===== src/rtl/input_debouncer.sv =====
// rtl/input_debouncer.sv - synchronizing button debouncer with edge and long-press pulses
//
// Purpose: synchronizes a raw, bouncing button level and accepts a level change
// only after it has been stable for DEBOUNCE_CYCLES further synchronized samples.
// It also reports accepted edges and a single long-press event per press.
//
// Ports:
//   clk         rising-edge system clock
//   rst         asynchronous, active-high reset
//   btn_in      raw asynchronous button level (may bounce)
//   btn_level   debounced, registered level
//   rise_pulse  one-cycle pulse on an accepted 0->1 change
//   fall_pulse  one-cycle pulse on an accepted 1->0 change
//   long_press  one-cycle pulse when a press has been held LONG_CYCLES cycles

module input_debouncer #(
  parameter int DEBOUNCE_CYCLES = 4,
  parameter int LONG_CYCLES     = 16
) (
  input  logic clk,
  input  logic rst,
  input  logic btn_in,
  output logic btn_level,
  output logic rise_pulse,
  output logic fall_pulse,
  output logic long_press
);

  localparam int CW = $clog2(DEBOUNCE_CYCLES + 1);
  localparam int HW = $clog2(LONG_CYCLES + 1);
  localparam logic [CW-1:0] CNT_MAX  = CW'(DEBOUNCE_CYCLES);
  localparam logic [HW-1:0] HOLD_MAX = HW'(LONG_CYCLES);

  typedef enum logic [1:0] {
    IDLE    = 2'd0,
    CONF_HI = 2'd1,
    HIGH    = 2'd2,
    CONF_LO = 2'd3
  } state_t;

  state_t        state, state_n;
  logic [CW-1:0] cnt, cnt_n;
  logic [HW-1:0] hold, hold_n;
  logic          sync1, s;
  logic          level_n, rise_n, fall_n, long_n;

  // Two-flop synchronizer; s is the only view of btn_in the rest of the block uses.
  always_ff @(posedge clk or posedge rst) begin
    if (rst) begin
      sync1 <= 1'b0;
      s     <= 1'b0;
    end else begin
      sync1 <= btn_in;
      s     <= sync1;
    end
  end

  // State, counters and outputs share one register so every output is registered
  // and changes on the same edge as the transition that causes it.
  always_ff @(posedge clk or posedge rst) begin
    if (rst) begin
      state      <= IDLE;
      cnt        <= '0;
      hold       <= '0;
      btn_level  <= 1'b0;
      rise_pulse <= 1'b0;
      fall_pulse <= 1'b0;
      long_press <= 1'b0;
    end else begin
      state      <= state_n;
      cnt        <= cnt_n;
      hold       <= hold_n;
      btn_level  <= level_n;
      rise_pulse <= rise_n;
      fall_pulse <= fall_n;
      long_press <= long_n;
    end
  end

  always_comb begin
    state_n = state;
    cnt_n   = cnt;
    hold_n  = hold;
    case (state)
      IDLE: begin
        if (s) begin
          state_n = CONF_HI;
          cnt_n   = CW'(1);
        end else begin
          cnt_n = '0;
        end
      end
      CONF_HI: begin
        if (!s) begin
          state_n = IDLE;
          cnt_n   = '0;
        end else if (cnt == CNT_MAX) begin
          state_n = HIGH;
          cnt_n   = '0;
          hold_n  = '0;
        end else begin
          cnt_n = cnt + CW'(1);
        end
      end
      HIGH: begin
        if (!s) begin
          state_n = CONF_LO;
          cnt_n   = CW'(1);
        end else begin
          cnt_n = '0;
          // Saturating hold counter; it never moves once it hits the limit,
          // which is what keeps long_press from repeating within one press.
          if (hold != HOLD_MAX) hold_n = hold + HW'(1);
        end
      end
      CONF_LO: begin
        // hold is left untouched here so a short release resumes the count.
        if (s) begin
          state_n = HIGH;
          cnt_n   = '0;
        end else if (cnt == CNT_MAX) begin
          state_n = IDLE;
          cnt_n   = '0;
        end else begin
          cnt_n = cnt + CW'(1);
        end
      end
      default: begin
        state_n = IDLE;
        cnt_n   = '0;
      end
    endcase
  end

  // Outputs are decoded from the transition being taken, then registered above.
  always_comb begin
    level_n = (state_n == HIGH) || (state_n == CONF_LO);
    rise_n  = (state == CONF_HI) && (state_n == HIGH);
    fall_n  = (state == CONF_LO) && (state_n == IDLE);
    long_n  = (hold != HOLD_MAX) && (hold_n == HOLD_MAX);
  end

endmodule


===== config.mk =====
export PLATFORM = sky130hd
export DESIGN_NAME = input_debouncer
export DESIGN_NICKNAME = d
export VERILOG_FILES = /design/src/rtl/input_debouncer.sv
export SDC_FILE = /design/constraint.sdc
export NUM_CORES = 1
export LEC_CHECK = 0
export BUFFER_PORTS_ARGS = -buffer_cell sky130_fd_sc_hd__buf_2
export CAP_MARGIN = 20
export CELL_PAD_IN_SITES_DETAIL_PLACEMENT = 0
export CELL_PAD_IN_SITES_GLOBAL_PLACEMENT = 1
export CORE_MARGIN = 1.5
export CORE_UTILIZATION = 40
export CTS_CLUSTER_SIZE = 40
export DETAILED_ROUTE_END_ITERATION = 6
export PLACE_DENSITY_LB_ADDON = 0.1
export SLEW_MARGIN = 20
export SYNTH_ARGS = -nofsm -noshare
export SYNTH_HDL_FRONTEND = slang
export SYNTH_SLANG_ARGS = --single-unit

===== constraint.sdc =====
create_clock -name clk -period 1.35 [get_ports clk]
set_input_delay 0.0675 -clock clk [delete_from_list [all_inputs] [get_ports clk]]
set_output_delay 0.0675 -clock clk [all_outputs]
set_load 0.02 [all_outputs]

==> results of run 1 <==
[timing repair]
item | 4_1_cts | 5_1_grt
buffers inserted | 6 | 1
hold buffers | 2 | 0
endpoints found under the hold margin | 16 | 0
pin swaps | 6 | 2
endpoints found under the setup margin | 11 | 12
resized for setup | 13 | 6
[layout make-up]
type / count / share of cell area, %
multi-input combinational: 57 / 42.42
sequential: 15 / 29.52
timing repair buffer: 35 / 20.33
inverter: 9 / 3.030
tap: 27 / 2.639
clock buffer: 4 / 2.053
[worst paths after layout]
kind                              end  cells after the start  startpoint  slack, ns
max                        rise_pulse                      8      cnt[0]      -0.18
max in group asynchronous    state[0]                      3         rst       0.57
min reg2reg                         s                      0       sync1       0.36
max reg2reg                rise_pulse                      8      cnt[0]      -0.18
min                                 s                      0       sync1       0.36
min in group asynchronous      cnt[1]                      3         rst       0.37
[stage by stage]
step	power [mW]	std cells	hold slack, ns	TNS [ns]
2_1_floorplan	0.8946	84	-0.03109	-0.2455
3_3_place_gp	1.013	134	0.1560	-0.6920
3_5_place_dp	1.025	134	0.1551	-0.8713
4_1_cts	1.385	146	0.3619	-0.7850
5_1_grt	1.527	147	0.3708	-1.986
6_report	1.418	147	0.3586	-1.012
[per-layer routing]
metal	GRT usage (%)	share of wire, %
met1	23.44	47
met2	29.95	50
met3	3.333	2.7
met4	6.944	0.51
met5	0	0
[cells in the final DEF (no fill, tap or decap), types with 2 or more instances in the layout]
cell type | netlist | final
a21o_1 | 2 | 2
a21oi_1 | 4 | 3
and3_1 | 3 | 2
buf_2 | 1 | 6
buf_4 | 0 | 25
buf_6 | 1 | 2
clkbuf_4 | 0 | 3
dfrtp_1 | 15 | 13
dfrtp_2 | 0 | 2
dlygate4sd3_1 | 0 | 2
ha_1 | 8 | 3
ha_2 | 0 | 2
ha_4 | 0 | 3
inv_1 | 9 | 6
inv_4 | 0 | 2
nand2_1 | 8 | 6
nand2_2 | 1 | 3
nand3_1 | 5 | 3
nand3_2 | 0 | 2
nand4_1 | 2 | 2
nor2_1 | 2 | 2
nor3b_2 | 0 | 2
o21ai_1 | 0 | 4
xor2_1 | 2 | 2
[state kept, by name, indices dropped and copies added (netlist names)]
name / count
fall_pulse: 1
state: 1
long_press: 1
sync1: 1
hold: 5
cnt: 3
s: 1
rise_pulse: 1
btn_level: 1
[where the power goes]
group | switching, mW | internal, mW
Sequential | 0.0400 | 0.485
Combinational | 0.308 | 0.328
Clock | 0.142 | 0.115
[cells by family (layout without fill, tap and decap cells)]
kind of cell,after synthesis,in the layout
compound gates,17,17
simple gates,27,27
buf+inv,12,48
xor+xnor,3,3
flops,15,15
mux,2,2
fa+ha+maj,8,8
==> run_results.csv, run 1 <==
group,metric,value,unit
layout,final_net_count,132,
timing,drv_slew,0,
timing,slew_headroom,61.99,%
detailed_routing,drc_errors,0,
worst_setup_path,crit_family,"compound AO/OA/AOI/OAI gates",
layout,multi_input_area,543.0,µm²
logic_synthesis,synth_area_leaders,"dfrtp_1 (43%), ha_1 (12%), inv_1 (3.9%)",
hold_path,hold_path.class,"flip-flop to flip-flop",
worst_setup_path,arrival,1.71,ns
floorplan,dieHeight,49.49,µm
logic_synthesis,yosysMostFrequentCell,"dfrtp_1",
logic_synthesis,syn_avg_cell_area,10.29,µm²
clock_network,cts.clk_slew.worst_paths,0.09,ns
detailed_routing,drt-wirelength-per-cell,13.28,µm
floorplan,initial_core_util,43.19,%
timing,period_minus_slack,1.530,ns
floorplan,core_area,2002,µm²
layout,antenna_cells,0,
timing,worst_slew_pin_slew,0.5695,ns
timing,skew,0.004343,ns
worst_setup_path,crit_buf_inv,2,
layout,utilization,63.94,%
detailed_routing,postRouteWirelength,1952,µm
outcome,violations,"negative setup slack",
outcome,status,"complete, but fails checks",
logic_synthesis,synth_fa_ha_area_share,11.58,%
timing,max_freq,653.6,MHz
worst_setup_path,cp_slowest_stage_delay,0.36,ns
layout,nFillCells,172,
detailed_routing,avgViaCountPerCell,5.075,
detailed_routing,drt_iter0_drc,8,
detailed_routing,dr.pass1.iters,4,
worst_setup_path,worstPathRequired,1.53,ns
timing,post-route-period-util,113.3,%
worst_setup_path,cp-end-kind,"flip-flop",
place,pre_cts_slack,-0.1761,ns
place,port_buffers,6,
timing,finalSetupViolations,10,
pwr,leakage,0.5975,nW
place,hpwl,1392,µm
layout,fin_area,1280,µm²
place,gp_congestion,0.8400,
logic_synthesis,ys_types,30,
layout,drive_gt1_share,53.33,%
job,maxCapViolCount,0,
clock_network,cts_tree,"built",
logic_synthesis,synth_simple_gate_area_share,17.37,%
timing,layout_setup_ws,-0.1799,ns
clock_network,clk_latency,0.28,ns
logic_synthesis,synth_top_family_by_area,"simple AND/OR/NAND/NOR gates",
logic_synthesis,syn-num-nets,95,
worst_setup_path,path_common_cell,"and3_1",
detailed_routing,ant_nets,0,
detailed_routing,via_count,746,
logic_synthesis,synth-compound-area-share,15.92,%
logic_synthesis,synth-edff-count,0,
logic_synthesis,syn_inst,84,
logic_synthesis,synth_seq_cells,15,
logic_synthesis,synthTopCellsByCount,"dfrtp_1 (15), inv_1 (9), ha_1 (8), nand2_1 (8), nand3_1 (5)",
clock_network,htree_num_levels,1,
worst_setup_path,start_kind,"flip-flop",
worst_setup_path,path_cells,"inv_1 -> ha_2 -> buf_4 -> and3_1 -> o21ai_1 -> a21oi_1 -> a21o_1 -> and3_1",
pwr,ir_drop,0.6496,mV
logic_synthesis,synth_top_cell_area_share,43.42,%
clock_network,clock-sinks,15,
grt,grt_usage,18.07,%
grt,grt_remaining_overflow,0,
logic_synthesis,async_flop_share,100.0,%
floorplan,io_pins,7,
timing,grt_setup_unrepaired,"yes",
clock_network,cts_root_buffer,"clkbuf_4",
logic_synthesis,syn-cell-area,864.6,µm²
grt,grt_max_degree,16,
floorplan,row_count,16,
logic_synthesis,synthMuxAreaShare,2.460,%
logic_synthesis,synth_xor_area_share,3.039,%
layout,area_growth_syn_to_layout,48.05,%
worst_setup_path,crit_type,"flip-flop to flip-flop",
logic_synthesis,ys_dominant_reg_cell,"dfrtp_1",
clock_network,clockBufferDepth,2,
pwr,power_density,1108,nW/µm²
grt,grt_pass1_wl,3381,µm
grt,antenna_found_initial,0,
layout,seq_area,377.9,µm²
worst_setup_path,worst-path-max-fanout,3,
logic_synthesis,ys.warnings.count,0,
place,placed_cell_area,1120,µm²
timing,finalHoldViolCount,0,
floorplan,dieArea,2449,µm²
clock_network,cts_made_buffers,3,
grt,grt_pass1_vias,754,
logic_synthesis,ys_seq_area_share,43.42,%
worst_setup_path,cpMaxStageDelayCell,"dfrtp_1",
floorplan,dieWidth,49.49,µm
logic_synthesis,yosysTopAreaCell,"dfrtp_1",
Power figures use the tool's default switching activity.
==> inputs of run 2 (changes only) <==
Settings changed: SETUP_SLACK_MARGIN set to 0.2.
==> run 2 against run 1 <==
The run still ends with negative setup slack left. Global-route usage up 1.2 points. Flip-flop and latch count unchanged. Fmax up 0.94%. Clock skew up 0.0064 ns. Clock power down 2%. Total power up 4.5%. Via count down 0.27%. Final area up 7.9%. Count of clock-buffer cells in the layout unchanged. Critical endpoint is now long_press. Final cell count up 2.7%. Sequential share of layout area down 2.0 points.
==> run_results.csv, run 2 (synthesis gave the netlist of run 1 again) <==
group,metric,value,unit
hold_path,hp-start,"sync1",
layout,final_net_count,136,
worst_setup_path,cp-end-kind,"flip-flop",
layout,drive_gt1_share,64.52,%
outcome,status,"complete, but fails checks",
clock_network,clk_latency,0.28,ns
worst_setup_path,crit_family,"compound AO/OA/AOI/OAI gates",
place,hpwl,1435,µm
worst_setup_path,arrival,1.71,ns
floorplan,io_pins,7,
pwr,leakage,0.6323,nW
detailed_routing,avgViaCountPerCell,4.927,
timing,worst_slew_pin_slew,0.5824,ns
detailed_routing,ant_nets,0,
floorplan,row_count,16,
job,maxCapViolCount,0,
floorplan,dieArea,2449,µm²
floorplan,dieWidth,49.49,µm
timing,finalSetupViolations,10,
grt,antenna_found_initial,0,
outcome,violations,"negative setup slack",
grt,grt_pass1_vias,788,
clock_network,cts_made_buffers,3,
worst_setup_path,cp_slowest_stage_delay,0.35,ns
layout,utilization,69.00,%
worst_setup_path,timing.rr.end,"long_press",
detailed_routing,via_count,744,
detailed_routing,dr.pass1.iters,4,
detailed_routing,drc_errors,0,
worst_setup_path,worst-path-max-fanout,5,
worst_setup_path,r2r-start,"cnt[0]",
floorplan,dieHeight,49.49,µm
clock_network,cts.clk_slew.worst_paths,0.09,ns
worst_setup_path,crit_type,"flip-flop to flip-flop",
grt,grt_pass1_wl,3553,µm
place,port_buffers,6,
timing,grt_setup_unrepaired,"yes",
timing,layout_setup_ws,-0.1656,ns
grt,grt_remaining_overflow,0,
layout,area_growth_syn_to_layout,59.77,%
hold_path,hold_depth,0,
worst_setup_path,rr_worst_depth,7,
pwr,ir_drop,0.8916,mV
clock_network,clock-sinks,15,
timing,finalHoldViolCount,0,
layout,final_common_cell,"buf_4",
layout,final_cell_mix,"buf_4 (28), dfrtp_1 (11), buf_2 (6), nand2_1 (5), ha_4 (5)",
worst_setup_path,path_cells,"inv_1 -> ha_2 -> and3_4 -> o21ai_4 -> o2bb2ai_4 -> o2111ai_2 -> nor4_2",
timing,post-route-period-util,112.3,%
worst_setup_path,cpMaxStageDelayCell,"dfrtp_1",
worst_setup_path,worstPathRequired,1.55,ns
detailed_routing,drt_iter0_drc,9,
detailed_routing,postRouteWirelength,2092,µm
grt,grt_max_degree,16,
clock_network,cts_tree,"built",
place,dpl.cell_count,135,
layout,layoutNonFillerInstCount,151,
pwr,power_density,1073,nW/µm²
clock_network,clockBufferDepth,2,
place,gp_congestion,0.7789,
timing,slew_headroom,61.13,%
clock_network,htree_num_levels,1,
timing,skew,0.01076,ns
detailed_routing,drt-wirelength-per-cell,13.85,µm
clock_network,cts_root_buffer,"clkbuf_4",
grt,grt_usage,19.32,%
layout,largest_reg_flops,5,
layout,largest-register,"hold",
floorplan,core_area,2002,µm²
worst_setup_path,start_kind,"flip-flop",
timing,period_minus_slack,1.516,ns
timing,max_freq,659.8,MHz
timing,drv_slew,0,
worst_setup_path,r2r_slack,-0.17,ns
worst_setup_path,crit_buf_inv,1,
layout,antenna_cells,0,
layout,top_regs,"hold (5), cnt (3)",
hold_path,hold_path.class,"flip-flop to flip-flop",
floorplan,initial_core_util,43.19,%
hold_path,hold_end,"s",
[run 2: cell count changes in the layout (fill, tap and decap cells not counted), sizes merged]
cell  change
buf       +4
[run 2: timing repair]
action | CTS | global route
hold endpoints to repair | 16 | 0
pin swaps | 6 | 2
endpoints found under the setup margin | 13 | 13
setup buffers | 5 | 5
resized for setup | 15 | 13
hold buffers | 2 | 0
[run 2: report_power, final]
part | internal (mW) | total, mW | switching [mW]
Sequential | 0.485 | 0.523 | 0.0380
Combinational | 0.365 | 0.706 | 0.341
Clock | 0.115 | 0.253 | 0.139
Total | 0.965 | 1.48 | 0.518
[run 2: final cells by class]
cell class	instances	area [µm²]
Clock buffer	4	26.28
Sequential cell	15	380.4
Timing Repair Buffer	39	294.0
Multi-Input combinational cell	57	610.6
Inverter	9	36.28
Fill cell	166	620.6
Tap cell	27	33.78
[run 2: worst max-delay path by stage]
| stage | end | slack (ns) | start | cells after the start |
|---|---|---|---|---|
| 2_1_floorplan | rise_pulse | -0.09 | btn_level | 7 |
| 3_3_place_gp | long_press | -0.14 | cnt[0] | 7 |
| 3_5_place_dp | long_press | -0.21 | cnt[0] | 7 |
| 4_1_cts | long_press | -0.19 | cnt[0] | 7 |
| 5_1_grt | cnt[0] | -0.23 | btn_level | 5 |
| 6_report | long_press | -0.17 | cnt[0] | 7 |
[run 2: through the flow]
| step | setup WS, ns | cell area (µm²) | total power, mW | hold slack [ns] | TNS (ns) |
|---|---|---|---|---|---|
| 3_5_place_dp | -0.2109 | 1154 | 1.054 | 0.1597 | -0.8963 |
| 5_1_grt | -0.2280 | 1381 | 1.570 | 0.3638 | -1.448 |
| 6_report | -0.1656 | 1381 | 1.482 | 0.3572 | -0.7953 |
| 2_1_floorplan | -0.09446 | 968.4 | 0.9067 | -0.03116 | -0.2456 |
| 3_3_place_gp | -0.1447 | 1154 | 1.036 | 0.1593 | -0.6853 |
| 4_1_cts | -0.1859 | 1296 | 1.420 | 0.3609 | -0.5952 |
[run 2: layer usage]
layer	wire length [µm]	vias up	track usage, %
met5	0	-	0
met4	8	0	4.167
met3	63	2	5.758
met2	1029	12	31.76
met1	991	352	25.19
li1	-	378	-
==> inputs of run 3 (changes only) <==
==> constraint.sdc (replaced) <==
create_clock -name clk -period 1.35 [get_ports clk]
set_input_delay 0.27 -clock clk [delete_from_list [all_inputs] [get_ports clk]]
set_output_delay 0.27 -clock clk [all_outputs]
set_load 0.02 [all_outputs]
==> run 3 against run 2 <==
The run still ends with negative setup slack left. Final cell count is the same. Critical path depth is the same. Utilization grew 0.19 points. Register-to-register slack lost 0.04 ns. Fmax shrank 2.8%. Global-route usage grew 0.67 points. Total power shrank 0.35%. Clock power grew 2%. Via count grew 4.3%. Non-clock buffer count is the same. Largest cell class unchanged. Largest power group unchanged. Highest routed layer unchanged.
==> run_results.csv, run 3 (synthesis gave the netlist of run 1 again) <==
group,metric,value,unit
layout,largest-register,"hold",
worst_setup_path,cp-end-kind,"flip-flop",
timing,grt_setup_unrepaired,"yes",
timing,post-route-period-util,115.5,%
layout,final_cell_mix,"buf_4 (27), dfrtp_1 (12), nand2_1 (6), ha_4 (6), buf_6 (6)",
timing,finalSetupViolations,8,
pwr,power_density,1066,nW/µm²
floorplan,dieWidth,49.49,µm
clock_network,clk_latency,0.29,ns
pwr,pwr-share-clk,17.5,%
layout,top_regs,"hold (5), cnt (3)",
worst_setup_path,arrival,1.75,ns
grt,grt_pass1_vias,817,
layout,final_net_count,136,
timing,period_minus_slack,1.559,ns
detailed_routing,drc_errors,0,
worst_setup_path,crit_type,"flip-flop to flip-flop",
grt,grt_max_degree,16,
floorplan,initial_core_util,43.19,%
worst_setup_path,r2r-start,"btn_level",
worst_setup_path,worst-path-max-fanout,5,
job,maxCapViolCount,0,
detailed_routing,drt_iter0_drc,11,
place,hpwl,1450,µm
grt,grt_remaining_overflow,0,
grt,antenna_found_initial,0,
hold_path,hold_path.class,"primary input to flip-flop",
detailed_routing,ant_nets,0,
floorplan,row_count,16,
detailed_routing,drt-wirelength-per-cell,14.46,µm
clock_network,cts_tree,"built",
place,port_buffers,6,
worst_setup_path,worstPathRequired,1.54,ns
layout,area_growth_syn_to_layout,60.20,%
pwr,ir_drop,0.7393,mV
floorplan,io_pins,7,
pwr,intPower,0.9462,mW
detailed_routing,dr.pass1.iters,4,
layout,final_common_cell,"buf_4",
pwr,sw_frac_of_total,35.94,%
timing,max_freq,641.3,MHz
layout,drive_gt1_share,59.68,%
worst_setup_path,start_kind,"flip-flop",
clock_network,cts_made_buffers,3,
floorplan,dieHeight,49.49,µm
clock_network,cts.clk_slew.worst_paths,0.09,ns
floorplan,core_area,2002,µm²
pwr,seqPwrFrac,36.3,%
timing,skew,0.009251,ns
place,gp_congestion,0.7816,
worst_setup_path,timing.rr.end,"long_press",
pwr,combPwrFrac,46.2,%
grt,grt_pass1_wl,3650,µm
detailed_routing,via_count,776,
floorplan,dieArea,2449,µm²
clock_network,htree_num_levels,1,
timing,slew_headroom,80.81,%
timing,drv_slew,0,
worst_setup_path,rr_worst_depth,7,
layout,antenna_cells,0,
clock_network,clockBufferDepth,2,
hold_path,hp-start,"btn_in",
hold_path,hold_depth,1,
layout,largest_reg_flops,5,
pwr,switchingPower,0.5309,mW
timing,finalHoldViolCount,0,
worst_setup_path,r2r_slack,-0.21,ns
hold_path,hold_end,"sync1",
clock_network,clock-sinks,15,
clock_network,cts_root_buffer,"clkbuf_4",
detailed_routing,avgViaCountPerCell,5.139,
pwr,power,1.477,mW
outcome,status,"complete, but fails checks",
grt,grt_usage,19.99,%
layout,layoutNonFillerInstCount,151,
place,dpl.cell_count,136,
detailed_routing,postRouteWirelength,2184,µm
outcome,violations,"negative setup slack",
pwr,leakage,0.6265,nW
timing,worst_slew_pin_slew,0.2872,ns
timing,layout_setup_ws,-0.2094,ns
run 3: cell count changes in the layout (fill, tap and decap cells not counted), sizes merged:
cell and change:
buf +1, dlygate4sd3 -1
run 3: power by group through the flow:
| stage | combinational, mW | clock [mW] | sequential [mW] |
|---|---|---|---|
| global placement | 0.514 | 0 | 0.525 |
| detailed placement | 0.526 | 0 | 0.528 |
| CTS | 0.658 | 0.265 | 0.522 |
| finish | 0.683 | 0.259 | 0.536 |
| floorplan | 0.382 | 0 | 0.524 |
| global route | 0.735 | 0.290 | 0.540 |
run 3: critical path: stages (launching register included):
cell,delay (ns)
dfrtp_2,0.47
inv_4,0.10
ha_4,0.16
inv_2,0.05
o21ai_4,0.24
o2bb2ai_4,0.15
o2111ai_2,0.14
nor4_2,0.15
run 3: final cells by class:
cell class                 instances  area [µm²]
timing repair buffer              39       305.3
fill                             152       616.8
clock buffer                       4       26.28
multi-input combinational         57       601.8
sequential                        15       379.1
tap                               27       33.78
inverter                           9       38.79
run 3: worst max-delay path by stage:
| stage | start | endpoint | slack (ns) | cells past startpoint |
|---|---|---|---|---|
| floorplan | btn_level | rise_pulse | -0.09 | 7 |
| global placement | cnt[0] | long_press | -0.14 | 7 |
| detailed placement | cnt[0] | long_press | -0.19 | 7 |
| CTS | btn_level | long_press | -0.17 | 7 |
| global route | btn_level | long_press | -0.26 | 7 |
| finish | btn_level | long_press | -0.21 | 7 |
run 3: metal layers:
layer	track usage (%)	wire length, µm
met5	0	0
met4	6.481	29
met3	4.848	98
met2	34.91	1103
met1	24.08	954
run 3: through the flow:
stage	setup TNS (ns)	util (%)	cell area, µm²	hold WS (ns)	worst slack, ns
after CTS	-0.7964	66.13	1324	0.08446	-0.1668
final	-1.122	69.19	1385	0.09027	-0.2094
after floorplan	-0.2456	-	968.4	0.1713	-0.09446
after global routing	-1.781	69.19	1385	0.07890	-0.2595
after global placement	-0.6916	58.00	1161	0.2801	-0.1424
after detailed placement	-0.8802	58.00	1161	0.2836	-0.1917
run 3: timing repair:
action                                 CTS  global route
pin swaps                               11             5
gates resized for setup                 19             9
setup endpoints to repair               14            14
buffers inserted                         7             3
hold buffers                             1             0
endpoints found under the hold margin   15             0
